$ cat src/rtl/sys_pll_rst_seq.sv
// Lock supervisor and reset sequencer for the system PLL, clocked by the PLL reference clock.
// Qualifies extlock, releases domain resets in order, and re-resets the PLL on lock timeout.
module sys_pll_rst_seq #(
  parameter int NUM_DOM        = 3,
  parameter int PLL_RST_CYCLES = 16,
  parameter int LOCK_TIMEOUT   = 65535,
  parameter int LOCK_STABLE    = 1024,
  parameter int STAGE_GAP      = 8,
  parameter int MAX_RETRY      = 7
) (
  input  logic               refclk,
  input  logic               rst_n,
  input  logic               extlock,
  input  logic               soft_rst_req,
  output logic               pll_rst,
  output logic [NUM_DOM-1:0] dom_rst_n,
  output logic               sys_ready,
  output logic [3:0]         retry_cnt,
  output logic               pll_fail
);

  typedef enum logic [2:0] {
    ST_PLL_RST,
    ST_WAIT_LOCK,
    ST_STABLE,
    ST_RELEASE,
    ST_RUN,
    ST_FAIL
  } state_e;

  localparam logic [15:0]        RST_LAST  = 16'(PLL_RST_CYCLES - 1);
  localparam logic [15:0]        TMO_LAST  = 16'(LOCK_TIMEOUT - 1);
  localparam logic [15:0]        STB_LAST  = 16'(LOCK_STABLE - 1);
  localparam logic [15:0]        GAP_LAST  = 16'(STAGE_GAP - 1);
  localparam logic [3:0]         RETRY_MAX = 4'(MAX_RETRY);
  localparam logic [NUM_DOM-1:0] DOM_ONE   = NUM_DOM'(1);
  localparam logic [NUM_DOM-1:0] DOM_ALL   = '1;

  state_e             state_q, state_d;
  logic [15:0]        cnt_q, cnt_d;
  logic [3:0]         retry_q, retry_d;
  logic               pll_rst_q, pll_rst_d;
  logic [NUM_DOM-1:0] dom_q, dom_d;
  logic               ready_q, ready_d;
  logic               fail_q, fail_d;
  logic [1:0]         sync_q;
  logic               lock_s;

  assign lock_s = sync_q[1];

  // One shared counter serves as reset-hold count, lock timer, stable count and stage gap.
  always_comb begin
    // NOTE: every next-state signal gets a default first, so no path leaves one unassigned and infers a latch.
    state_d   = state_q;
    cnt_d     = cnt_q;
    retry_d   = retry_q;
    pll_rst_d = pll_rst_q;
    dom_d     = dom_q;
    ready_d   = ready_q;
    fail_d    = fail_q;

    if (soft_rst_req) begin
      state_d   = ST_PLL_RST;
      cnt_d     = '0;
      retry_d   = '0;
      fail_d    = 1'b0;
      pll_rst_d = 1'b1;
      dom_d     = '0;
      ready_d   = 1'b0;
    end else begin
      unique case (state_q)
        ST_PLL_RST: begin
          pll_rst_d = 1'b1;
          dom_d     = '0;
          ready_d   = 1'b0;
          if (cnt_q == RST_LAST) begin
            state_d   = ST_WAIT_LOCK;
            cnt_d     = '0;
            pll_rst_d = 1'b0;
          end else begin
            cnt_d = cnt_q + 16'd1;
          end
        end
        ST_WAIT_LOCK: begin
          if (lock_s) begin
            state_d = ST_STABLE;
            cnt_d   = '0;
          end else if (cnt_q == TMO_LAST) begin
            cnt_d     = '0;
            pll_rst_d = 1'b1;
            if (retry_q == RETRY_MAX) begin
              state_d = ST_FAIL;
              fail_d  = 1'b1;
            end else begin
              state_d = ST_PLL_RST;
              retry_d = retry_q + 4'd1;
            end
          end else begin
            cnt_d = cnt_q + 16'd1;
          end
        end
        ST_STABLE: begin
          if (!lock_s) begin
            state_d = ST_WAIT_LOCK;
            cnt_d   = '0;
          end else if (cnt_q == STB_LAST) begin
            state_d = ST_RELEASE;
            cnt_d   = '0;
            dom_d   = DOM_ONE;
          end else begin
            cnt_d = cnt_q + 16'd1;
          end
        end
        ST_RELEASE, ST_RUN: begin
          if (!lock_s) begin
            state_d = ST_WAIT_LOCK;
            cnt_d   = '0;
            dom_d   = '0;
            ready_d = 1'b0;
          end else if (state_q == ST_RELEASE) begin
            if (dom_q == DOM_ALL) begin
              state_d = ST_RUN;
              ready_d = 1'b1;
            end else if (cnt_q == GAP_LAST) begin
              dom_d = (dom_q << 1) | DOM_ONE;
              cnt_d = '0;
            end else begin
              cnt_d = cnt_q + 16'd1;
            end
          end
        end
        ST_FAIL: begin
          pll_rst_d = 1'b1;
          fail_d    = 1'b1;
          dom_d     = '0;
          ready_d   = 1'b0;
        end
        default: state_d = ST_PLL_RST;
      endcase
    end
  end

  always_ff @(posedge refclk or negedge rst_n) begin
    if (!rst_n) begin
      state_q   <= ST_PLL_RST;
      cnt_q     <= '0;
      retry_q   <= '0;
      pll_rst_q <= 1'b1;
      dom_q     <= '0;
      ready_q   <= 1'b0;
      fail_q    <= 1'b0;
      sync_q    <= '0;
    end else begin
      // NOTE: non-blocking assignments so every flop samples pre-edge values, keeping the synchroniser two stages deep.
      state_q   <= state_d;
      cnt_q     <= cnt_d;
      retry_q   <= retry_d;
      pll_rst_q <= pll_rst_d;
      dom_q     <= dom_d;
      ready_q   <= ready_d;
      fail_q    <= fail_d;
      sync_q    <= {sync_q[0], extlock};
    end
  end

  assign pll_rst   = pll_rst_q;
  assign dom_rst_n = dom_q;
  assign sys_ready = ready_q;
  assign retry_cnt = retry_q;
  assign pll_fail  = fail_q;

endmodule

$ cat config.mk
export PLATFORM = sky130hd
export DESIGN_NAME = sys_pll_rst_seq
export DESIGN_NICKNAME = d
export VERILOG_FILES = /design/src/rtl/sys_pll_rst_seq.sv
export SDC_FILE = /design/constraint.sdc
export NUM_CORES = 1
export LEC_CHECK = 0
export CAP_MARGIN = 10
export CORE_UTILIZATION = 58
export DETAILED_ROUTE_END_ITERATION = 8
export PLACE_DENSITY = 0.88
export SKIP_CTS_REPAIR_TIMING = 1
export SYNTH_ARGS = -nofsm -noshare
export SYNTH_HDL_FRONTEND = slang
export SYNTH_SLANG_ARGS = --single-unit
$ cat constraint.sdc
create_clock -name refclk -period 3.2 [get_ports refclk]
set_input_delay 0.48 -clock refclk [delete_from_list [all_inputs] [get_ports refclk]]
set_output_delay 0.48 -clock refclk [all_outputs]
set_load 0.02 [all_outputs]
==> results.ini, run 1 <==
[clocking]
cts.sinks=31
clockRootBuffer=clkbuf_4
cts_made_buffers=5
clk_pin_slew_ps=90
clk_latency_ps=330
htree_num_levels=2
cts_tree=done
clockBufferDepth=2

[synth]
async_reset_ff_frac=1.00
syn_area_um2=1910
syn_area_per_cell_um2=8.66
yosysWarnings=0
ys_types=55
synth_area_leaders=dfrtp_1 39%, nor2_1 4.5%, nand2_1 3.5%
synth_top_area_cell=dfrtp_1
syn_nets=228
ys_seq_area_frac=0.406
synth_compound_area_frac=0.202
synth_xor_area_frac=0.0275
synth_top_area_frac=0.392
synth_ff_type=dfrtp_1
netlist_instances=221
yosys_register_bits=31
synth_top_family_by_area=simple AND/OR/NAND/NOR gates
yosys.area_share.adder=0.0196
muxShareOfSynthArea=0.0131
synth_edf_count=0
synthSimpleGateAreaFrac=0.292

[worst_setup_path]
crit_fanout=9
worstSetupStartpoint=cnt_q[12]
start_kind=flop
path_class=flop to flop
crit_arrival_ps=2710
r2r_start=cnt_q[12]
cp-end-kind=flop
cp.required_ps=3390

[floorplan]
ioPinCount=14
die-area_um2=3530
start_util=0.617
core_um2=3100
dieWidth_um=59.5
row_count=20
die_h_um=59.5

[placed_design]
place_area_um2=2080
finalWeightedCongestion=0.864
hpwl_um=3020
io_buffers=13

[job]
cap_viol_max_count=0

[sta]
layout_worst_path_cycle_share=0.790
relSlewSlack=0.620
max_freq_mhz=396
min_period_ps=2530
tns_ps=0
worst_pin_slew_ps=569
finalSetupViolCount=0
rsz0062_at_grt=no
slew_violations=0
skew_ps=9.15
hold_viol=0

[global_routing]
grt_antenna_before_repair=0
use_met1=0.395
globalRouteOverflowTotal=0
met2_usage=0.401
grtUsageMet3=0.0611
grtUsageTotal=0.273
busiest_layer=met2
grt_max_degree=32
grt_pass1_wl_um=7110
grt_pass1_vias=1542

[route]
wl_um=4280
viasPerCell=6.21
wl_per_cell_um=15.4
drc=0
num_vias=1727
ant_nets=0
drt_iter0_drc=154
first_pass_iters=4

[layout]
synthToLayoutAreaGrowth_pct=11.9
final_core_util=0.690
nets=240
drive_above_1_share=0.0855
antenna_cells=0
final_cell_area_um2=2140

[min_path]
hp-class=flop to flop
min_from=sync_q[0]

[pwr]
total_power_mw=0.676
p_leak_nw=0.868
max-vdd-ir-drop_v=0.000246
p_per_area_nw_per_um2=316

[outcome]
status=completed

cell usage in the layout, fill, tap and decap left out, types with 3 or more instances in the layout:
master and count:
a21oi_1 11, a31oi_1 6, and2_1 5, and3_1 4, buf_4 4, clkbuf_4 5
clkdlybuf4s50_1 13, dfrtp_1 30, ha_1 3, inv_1 8, nand2_1 18, nand2b_1 5
nand3_1 13, nand4_1 7, nor2_1 23, nor3_1 5, nor4_1 5, o21ai_0 4
o21ai_1 4, o22ai_1 3, o31ai_1 8, or3_1 3, or4_1 4, xnor2_1 4
per-stage QoR:
stage               std cells  hold slack, ps  setup slack, ps
finish                    278             372              673
global route              278             374              547
CTS                       278             370              696
detailed placement        270             341              717
global placement          270             350              772
floorplan                 221             184              895
Yosys cell counts (5+ instances only):
| library cell | instances |
|---|---|
| nand2b_1 | 5 |
| o31ai_1 | 8 |
| nand4_1 | 7 |
| nor4_1 | 5 |
| a31oi_1 | 6 |
| nor2_1 | 23 |
| nand3_1 | 13 |
| dfrtp_1 | 30 |
| clkbuf_1 | 8 |
| nor3_1 | 5 |
| nand2_1 | 18 |
| and2_1 | 5 |
| inv_1 | 8 |
| a21oi_1 | 11 |
critical path: stages (launching register included):
cell and delay [ps]:
dfrtp_1 460, or4_4 570, or4_1 560, a21boi_2 190, a21oi_2 100, nand2b_1 330, o311ai_1 170
per-layer routing:
metal	routed length, um	part of all wire
met3	285	0.067
met2	1980	0.46
met5	0	0
met4	25	0.0058
met1	1990	0.46
area by class of cell:
| class | count | area (um^2) |
|---|---|---|
| multi-input combinational | 170 | 1060 |
| fill | 271 | 961 |
| clock inverter | 1 | 5.00 |
| tap | 44 | 55.1 |
| clock buffer | 7 | 55.1 |
| inverter | 8 | 30.0 |
| sequential | 31 | 777 |
| timing repair buffer | 17 | 160 |
worst paths after layout:
path	end	slack (ps)	cells past startpoint
max in group asynchronous	pll_rst	2350	2
worst max-delay path	cnt_q[6]	670	6
worst min register to register	sync_q[1]	370	0
worst max register to register	cnt_q[6]	670	6
min in group asynchronous	cnt_q[10]	530	2
worst min-delay path	sync_q[1]	370	0
kinds of logic (layout without fill, tap and decap cells):
logic type	after synthesis	count (layout)
AOI/OAI and AO/OA	55	55
xor gates and xnor gates	6	6
adders and majority gates	3	3
buffers and inverters	20	33
DFF	31	31
muxes	2	2
and+or+nand+nor	104	104
sequential cells by signal, summed over array words and instances, names as in the netlist:
signal     cells
cnt_q         16
retry_cnt      4
dom_rst_n      3
state_q        3
sync_q         2
pll_fail       1
pll_rst        1
sys_ready      1
report_power, final:
group          total (mW)  internal (mW)  leakage [nW]  switching (mW)
Clock               0.235          0.106        0.0353           0.128
Combinational      0.0361         0.0128         0.410          0.0233
Sequential          0.405          0.396         0.423         0.00932
Total               0.676          0.515         0.868           0.161
Power figures use the tool's default switching activity.
==> inputs of run 2 (changes only) <==
==> constraint.sdc (replaced) <==
create_clock -name refclk -period 2.33 [get_ports refclk]
set_input_delay 0.3495 -clock refclk [delete_from_list [all_inputs] [get_ports refclk]]
set_output_delay 0.3495 -clock refclk [all_outputs]
set_load 0.02 [all_outputs]
==> results.ini, run 2 (synthesized netlist as in run 1, its figures left out) <==
[clocking]
clockRootBuffer=clkbuf_4  ; unchanged
clockBufferDepth=2  ; unchanged
clk_latency_ps=360  ; was 330 ps
htree_num_levels=2  ; unchanged
clk_pin_slew_ps=110  ; was 90 ps
cts.sinks=31  ; unchanged
cts_made_buffers=5  ; unchanged
cts_tree=done  ; unchanged

[pwr]
clkPwrFrac=0.457  ; was 0.347
p_per_area_nw_per_um2=451  ; was 316 nW/um^2
p_leak_nw=1.08  ; was 0.868 nW
seq_power_share=0.471  ; was 0.599
max-vdd-ir-drop_v=0.000338  ; was 0.000246 V
p_comb_frac=0.073  ; was 0.053
power_switching_mw=0.259  ; was 0.161 mW
intPower_mw=0.915  ; was 0.515 mW
netSwitchingFraction=0.220  ; was 0.238

[layout]
final_core_util=0.838  ; was 0.690
drive_above_1_share=0.260  ; was 0.0855
fin_cells=309  ; was 278
regMostFlops=cnt_q  ; unchanged
final_common_cell=dfrtp_1  ; unchanged
nets=271  ; was 240
fill_cells=188  ; was 271
final_cell_area_um2=2600  ; was 2140 um^2
largest_reg_flops=16  ; unchanged
synthToLayoutAreaGrowth_pct=35.9  ; was 11.9%
final_cell_mix=30 x dfrtp_1, 28 x buf_4, 23 x nor2_1  ; was 30 x dfrtp_1, 23 x nor2_1, 18 x nand2_1
antenna_cells=0  ; unchanged

[floorplan]
die-area_um2=3530  ; unchanged
dieWidth_um=59.5  ; unchanged
die_h_um=59.5  ; unchanged
start_util=0.617  ; unchanged
ioPinCount=14  ; unchanged
row_count=20  ; unchanged
core_um2=3100  ; unchanged

[global_routing]
grt_pass1_vias=1776  ; was 1542
grtUsageTotal=0.340  ; was 0.273
grt_antenna_before_repair=0  ; unchanged
grt_max_degree=24  ; was 32
grt_pass1_wl_um=8540  ; was 7110 um
globalRouteOverflowTotal=0  ; unchanged

[route]
ant_nets=0  ; unchanged
num_vias=2047  ; was 1727
drt_iter0_drc=237  ; was 154
wl_um=5930  ; was 4280 um
first_pass_iters=6  ; was 4
wl_per_cell_um=19.2  ; was 15.4 um
drc=0  ; unchanged
viasPerCell=6.62  ; was 6.21

[sta]
min_period_ps=2440  ; was 2530 ps
skew_ps=17.0  ; was 9.15 ps
hold_viol=0  ; unchanged
rsz0062_at_grt=yes  ; was no
worst_pin_slew_ps=643  ; was 569 ps
slew_violations=0  ; unchanged
finalSetupViolCount=12  ; was 0
hold_ws_ps=375  ; was 372 ps
layout_worst_path_cycle_share=1.05  ; was 0.790
max_freq_mhz=410  ; was 396 MHz
setup_ws_ps=-107  ; was 673 ps
tns_ps=-745  ; was 0 ps
relSlewSlack=0.570  ; was 0.620

[worst_setup_path]
path_cells=or4_4 > o41ai_4 > a21oi_2 > a211o_1 > a21o_1 > mux2_4  ; was or4_4 > or4_1 > a21boi_2 > a21oi_2 > nand2b_1 > o311ai_1
critPathMaxStageDelay_ps=580  ; was 570 ps
reg2reg_to=dom_rst_n[0]  ; was cnt_q[6]
r2r_cells=6  ; unchanged
crit_buf_inv=0  ; unchanged
cp.required_ps=2570  ; was 3390 ps
r2r_start=cnt_q[5]  ; was cnt_q[12]
cpLargestDelayFamily=compound AO/OA/AOI/OAI gates  ; was simple AND/OR/NAND/NOR gates
crit_arrival_ps=2680  ; was 2710 ps
cp-end-kind=flop  ; unchanged
path_class=flop to flop  ; unchanged
start_kind=flop  ; unchanged
crit_fanout=3  ; was 9
r2r_slack_ps=-110  ; was 670 ps
crit_path_top_delay_cell=or4_4  ; unchanged

[placed_design]
place_area_um2=2310  ; was 2080 um^2
hpwl_um=3830  ; was 3020 um
dp.cells=297  ; was 270
finalWeightedCongestion=0.922  ; was 0.864
io_buffers=13  ; unchanged

[outcome]
status=finished with violations  ; was completed
violations=negative setup slack

[min_path]
hp-class=input port to async pin  ; was flop to flop

[job]
cap_viol_max_count=0  ; unchanged

## run 2: cell type report
class | instances | area, um^2 | area share
clock inverters | 2 | 60.1 | 0.0231
clock buffers | 6 | 41.3 | 0.0159
inverters | 8 | 30.0 | 0.0115
repair buffers | 48 | 437 | 0.168
well taps | 44 | 55.1 | 0.0212
multi-input cells | 170 | 1200 | 0.462
flip-flops and latches | 31 | 777 | 0.299
## run 2: per-stage QoR
step	total power [mW]	setup slack [ps]
after floorplan	0.592	25.2
after global placement	0.627	28.3
after detailed placement	0.631	-97.3
after CTS	1.16	-115
after global routing	1.21	-151
final	1.17	-107
## run 2: metal layers
layer  global-route usage  up-vias  share of wire
met4                0.194        0          0.042
met3                0.105       38          0.094
met2                0.499      136           0.46
met1                0.442      963           0.40
met5                    0        -              0
li1                     -      910              -
## run 2: worst max path at each step
stage,start,endpoint,slack [ps],depth (start not counted)
floorplan,cnt_q[12],dom_rst_n[0],30,6
global placement,cnt_q[13],cnt_q[9],30,6
detailed placement,cnt_q[13],cnt_q[5],-100,7
CTS,cnt_q[13],cnt_q[5],-120,7
global route,cnt_q[5],dom_rst_n[0],-150,6
finish,cnt_q[5],dom_rst_n[0],-110,6
## run 2: power by group through the flow
stage,registers (mW),clock network [mW],logic (mW)
6_report,0.552,0.536,0.0856
3_5_place_dp,0.562,0,0.0686
4_1_cts,0.552,0.541,0.0691
3_3_place_gp,0.561,0,0.0657
2_1_floorplan,0.559,0,0.0331
5_1_grt,0.553,0.562,0.0914
==> inputs of run 3 (changes only) <==
==> constraint.sdc (replaced) <==
create_clock -name refclk -period 2.33 [get_ports refclk]
set_input_delay 0.3495 -clock refclk [delete_from_list [all_inputs] [get_ports refclk]]
set_output_delay 0.3495 -clock refclk [all_outputs]
set_load 0.05 [all_outputs]
==> results of run 3 <==
The final DEF is identical to that of run 2. Status: finished with violations: negative setup slack.
